### src/rtl/keypad_scanner.sv
// 4x3 matrix keypad scanner: row-by-row scan, 2-flop column synchroniser,
// press/release debounce, and one valid pulse per accepted key.
module keypad_scanner #(
  parameter int unsigned SCAN_DWELL = 4,
  parameter int unsigned DEBOUNCE   = 20,
  parameter int unsigned RELEASE_DB = 20
) (
  input  logic       clk,
  input  logic       rst_n,
  input  logic [2:0] key_col,
  output logic [3:0] key_row,
  output logic [3:0] keypad_input,
  output logic       keypad_valid,
  output logic       key_held
);

  localparam int unsigned DW_W = $clog2(SCAN_DWELL);
  localparam int unsigned DB_W = $clog2(DEBOUNCE);
  localparam int unsigned RL_W = $clog2(RELEASE_DB);

  localparam logic [DW_W-1:0] DW_LAST = DW_W'(SCAN_DWELL - 1);
  localparam logic [DB_W-1:0] DB_LAST = DB_W'(DEBOUNCE - 1);
  localparam logic [RL_W-1:0] RL_LAST = RL_W'(RELEASE_DB - 1);

  typedef enum logic [1:0] {
    ST_SCAN,
    ST_DEBOUNCE,
    ST_HELD
  } state_e;

  state_e          state_q;
  logic [2:0]      sync1_q;
  logic [2:0]      sync2_q;
  logic [1:0]      row_q;
  logic [3:0]      key_row_q;
  logic [DW_W-1:0] dwell_q;
  logic [DB_W-1:0] db_q;
  logic [RL_W-1:0] rel_q;
  logic [1:0]      col_idx_q;
  logic [2:0]      pat_q;
  logic [3:0]      code_q;
  logic            valid_q;
  logic            held_q;

  logic [2:0] col_s;
  logic [2:0] low_d;
  logic       one_low_d;
  logic [1:0] col_idx_d;
  logic [1:0] row_nxt_d;
  logic [3:0] row_drive_d;
  logic [3:0] code_d;

  assign col_s = sync2_q;

  always_comb begin
    low_d       = ~col_s;
    one_low_d   = (low_d == 3'b001) || (low_d == 3'b010) || (low_d == 3'b100);
    col_idx_d   = low_d[0] ? 2'd0 : (low_d[1] ? 2'd1 : 2'd2);
    row_nxt_d   = row_q + 2'd1;
    row_drive_d = ~(4'b0001 << row_nxt_d);
  end

  // Row 3 carries the non-numeric keys, so it is mapped explicitly.
  always_comb begin
    code_d = 4'b0000;
    case ({row_q, col_idx_q})
      4'b00_00: code_d = 4'd1;
      4'b00_01: code_d = 4'd2;
      4'b00_10: code_d = 4'd3;
      4'b01_00: code_d = 4'd4;
      4'b01_01: code_d = 4'd5;
      4'b01_10: code_d = 4'd6;
      4'b10_00: code_d = 4'd7;
      4'b10_01: code_d = 4'd8;
      4'b10_10: code_d = 4'd9;
      4'b11_00: code_d = 4'b1110;
      4'b11_01: code_d = 4'b0000;
      4'b11_10: code_d = 4'b1111;
      default:  code_d = 4'b0000;
    endcase
  end

  always_ff @(posedge clk or negedge rst_n) begin
    if (!rst_n) begin
      state_q   <= ST_SCAN;
      sync1_q   <= '1;
      sync2_q   <= '1;
      row_q     <= '0;
      key_row_q <= 4'b1110;
      dwell_q   <= '0;
      db_q      <= '0;
      rel_q     <= '0;
      col_idx_q <= '0;
      pat_q     <= '1;
      code_q    <= '0;
      valid_q   <= 1'b0;
      held_q    <= 1'b0;
    end else begin
      sync1_q <= key_col;
      sync2_q <= sync1_q;
      valid_q <= 1'b0;
      case (state_q)
        ST_SCAN: begin
          if (dwell_q == DW_LAST) begin
            dwell_q <= '0;
            if (one_low_d) begin
              col_idx_q <= col_idx_d;
              pat_q     <= col_s;
              db_q      <= '0;
              state_q   <= ST_DEBOUNCE;
            end else begin
              row_q     <= row_nxt_d;
              key_row_q <= row_drive_d;
            end
          end else begin
            dwell_q <= dwell_q + DW_W'(1);
          end
        end
        ST_DEBOUNCE: begin
          if (col_s == pat_q) begin
            if (db_q == DB_LAST) begin
              code_q  <= code_d;
              valid_q <= 1'b1;
              held_q  <= 1'b1;
              rel_q   <= '0;
              state_q <= ST_HELD;
            end else begin
              db_q <= db_q + DB_W'(1);
            end
          end else begin
            state_q   <= ST_SCAN;
            dwell_q   <= '0;
            row_q     <= row_nxt_d;
            key_row_q <= row_drive_d;
          end
        end
        ST_HELD: begin
          // Any low column, including a second key, restarts the release count.
          if (col_s == 3'b111) begin
            if (rel_q == RL_LAST) begin
              held_q    <= 1'b0;
              state_q   <= ST_SCAN;
              dwell_q   <= '0;
              row_q     <= row_nxt_d;
              key_row_q <= row_drive_d;
            end else begin
              rel_q <= rel_q + RL_W'(1);
            end
          end else begin
            rel_q <= '0;
          end
        end
        default: state_q <= ST_SCAN;
      endcase
    end
  end

  assign key_row      = key_row_q;
  assign keypad_input = code_q;
  assign keypad_valid = valid_q;
  assign key_held     = held_q;

endmodule

### config.mk
export PLATFORM = sky130hd
export DESIGN_NAME = keypad_scanner
export DESIGN_NICKNAME = d
export VERILOG_FILES = /design/src/rtl/keypad_scanner.sv
export SDC_FILE = /design/constraint.sdc
export NUM_CORES = 1
export LEC_CHECK = 0
export ABC_AREA = 1
export CAP_MARGIN = 20
export CORE_ASPECT_RATIO = 1.2
export CORE_MARGIN = 5
export CORE_UTILIZATION = 45
export DETAILED_ROUTE_END_ITERATION = 10
export GPL_ROUTABILITY_DRIVEN = 0
export HOLD_SLACK_MARGIN = 0.02
export PLACE_DENSITY = 0.72
export SYNTH_ARGS = -nofsm -noshare
export SYNTH_HDL_FRONTEND = slang
export SYNTH_SLANG_ARGS = --single-unit
### constraint.sdc
create_clock -name clk -period 2 [get_ports clk]
set_clock_uncertainty 0.2 [all_clocks]
set_input_delay 0.4 -clock clk [delete_from_list [all_inputs] [get_ports clk]]
set_output_delay 0.4 -clock clk [all_outputs]
set_load 0.05 [all_outputs]
==> flow_summary.json <==
{
  "required_ns": 1.98,
  "wire_per_inst_um": 10.9,
  "dp.cells": 323,
  "syn_area_mm2": 0.00209,
  "end_kind": "flop",
  "tightest_slew_ns": 0.311,
  "die-area_mm2": 0.00612,
  "syn_inst": 252,
  "synth_seq_area_share_pct": 45.0,
  "overflow": 0,
  "dr.first_iter.drc_count": 105,
  "clk_latency_ns": 0.29,
  "endpoint": "db_q[0]$_DFFE_PN0P_",
  "synth.area.top_cells": "dfrtp_1, dfstp_2, nand2_1",
  "n_antenna_cell": 0,
  "hold_viol_final": 0,
  "rows": 27,
  "cts-buffers-inserted": 5,
  "synth_cell_type_count": 29,
  "synth_area_leader_cell": "dfrtp_1",
  "portBuffers": 14,
  "vias": 1609,
  "post-dp-hpwl_mm": 2.76,
  "pwr_density_cell_mw_per_mm2": 1330,
  "final_cells": 331,
  "grt.total_usage_pct": 13.9,
  "fin_util_pct": 53.1,
  "nNetsFinal": 292,
  "grt_pass1_wl_mm": 6.82,
  "post_dp_cell_area_mm2": 0.00233,
  "cts.sinks": 37,
  "synth_nets": 272,
  "routed_via_density": 4.86,
  "r2r.worst_path.cells": 7,
  "arrival_ns": 1.79,
  "finalSetupViolations": 0,
  "die_x_um": 72.2,
  "avgSynthCellArea_um2": 8.30,
  "critPathLaunch": "state_q[1]$_DFFE_PN0P_",
  "antenna_found_initial": 0,
  "drv_cap": 0,
  "rsz0062_at_grt": "false",
  "reg2reg_to": "db_q[0]$_DFFE_PN0P_",
  "final_common_cell": "nand2_1",
  "clockRootBuffer": "clkbuf_8",
  "ir_worst_vdd_mv": 0.639,
  "finalWorstPathRequiredPeriod_ns": 1.81,
  "min_path_type": "flop to flop",
  "cts_hold_buf": 0,
  "fin_tns_setup_ns": 0,
  "grt_start_max_net_pins": 38,
  "timing.rr.start": "state_q[1]$_DFFE_PN0P_",
  "layout_common_cells": "nand2_1, inv_1, dfrtp_1",
  "relSlewSlack_pct": 79.2,
  "leakagePower_nw": 1.22,
  "ff2ff_setup_slack_ns": 0.19,
  "die-height_um": 84.7,
  "cts_tree": "done",
  "path_class": "flop to flop",
  "htreeDepth": 2,
  "grt_pass1_vias": 1626,
  "clk_pin_slew_ns": 0.07,
  "ys_ff_latch": 37,
  "drive_above_1_share_pct": 19.4,
  "core_mm2": 0.00456,
  "drtAntennaViolNets": 0,
  "drc": 0,
  "ys_warn_count": 0,
  "fmax_mhz": 551,
  "p_total_mw": 3.21,
  "slew_viol_final": 0,
  "synthToLayoutAreaGrowth_pct": 15.7,
  "yosysTopAreaCellShare_pct": 29.9,
  "fin_worst_hold_slack_ns": 0.158,
  "cts_buffer_depth": 2,
  "outcome": "finished, final reports clean",
  "initial_core_util_pct": 45.8,
  "firstDrtPassIters": 4,
  "timing.final.crit_share_pct": 90.7,
  "startpoint_type": "flop",
  "setup_slack_ns": 0.186,
  "io-pin-count": 15,
  "drt-total-wl_mm": 3.62,
  "design_area_mm2": 0.00242,
  "dp_slack_ns": 0.0765,
  "path_max_fanout": 9
}
[sequential cells by signal, summed over array words and instances, names as in the netlist]
register,cells
db_q,5
rel_q,5
key_row,4
keypad_input,4
col_s,3
pat_q,3
sync1_q,3
col_idx_q,2
dwell_q,2
row_q,2
state_q,2
key_held,1
keypad_valid,1
[where the power goes]
group	total [mW]	switching (mW)	leakage [nW]	internal, mW
logic	1.53	0.954	0.713	0.571
registers	1.16	0.179	0.458	0.983
clock network	0.527	0.246	0.0455	0.281
total	3.21	1.38	1.22	1.83
[cell families after synthesis]
group	Yosys count	share of synthesized area [%]
AOI/OAI and AO/OA	21	6.28
DFF	37	45.0
buffers and inverters	38	6.88
and+or+nand+nor	138	31.6
xor gates and xnor gates	3	1.26
adders and majority gates	15	8.98
[final cells by class]
cell class	instances	area (um^2)
Timing Repair Buffer	15	173
Clock buffer	8	90.1
Sequential cell	37	941
Fill cell	439	2140
Inverter	36	135
Multi-Input combinational cell	177	1010
Tap cell	58	72.6
[repair_timing]
| action | CTS | global route |
|---|---|---|
| setup endpoints to repair | 0 | 7 |
| gates resized for setup | 0 | 1 |
| buffers inserted | 0 | 0 |
[layer usage]
layer,up-vias,GRT usage [%],share of wire [%]
met3,9,2.63,4.5
met4,0,7.35,2.0
li1,835,-,-
met2,27,23.6,48
met1,738,16.4,45
met5,-,0,0
[worst min-delay path by stage]
stage / startpoint / to / slack (ns) / cells past startpoint
final: sync1_q[0]$_DFF_PN1_ / col_s[0]$_DFF_PN1_ / 0.16 / 0
after global routing: sync1_q[2]$_DFF_PN1_ / col_s[2]$_DFF_PN1_ / 0.16 / 0
after CTS: sync1_q[0]$_DFF_PN1_ / col_s[0]$_DFF_PN1_ / 0.16 / 0
after detailed placement: sync1_q[0]$_DFF_PN1_ / col_s[0]$_DFF_PN1_ / 0.15 / 0
after global placement: sync1_q[1]$_DFF_PN1_ / col_s[1]$_DFF_PN1_ / 0.15 / 0
after floorplan: rst_n / col_idx_q[0]$_DFFE_PN0P_ / -0.1 / 0
[worst max-delay path, cell delays in order (launching register included)]
cell,delay [ns]
dfrtp_1,0.41
inv_1,0.09
ha_2,0.31
nand2_2,0.16
a21boi_4,0.24
nand3_2,0.15
nand2_1,0.09
nand2_1,0.05
[synthesized netlist by cell type]
cell type / number
nor2_4: 3
nand2_1: 79
o21ai_1: 5
o21ai_0: 6
o21ai_2: 1
inv_2: 4
a21boi_4: 1
dfstp_2: 12
dfrtp_1: 25
o21bai_1: 2
nor2_2: 1
nand3_1: 15
or2_1: 2
nand4_1: 7
nand3_2: 5
xnor2_1: 2
inv_1: 32
ha_1: 15
clkbuf_1: 1
nand3_4: 1
nor3_1: 2
o221ai_1: 1
nand2_4: 1
nand4_2: 1
nand2_2: 5
nor2_1: 16
a21oi_1: 5
xor2_1: 1
buf_2: 1
No activity file was read; power rests on OpenSTA's default activity.
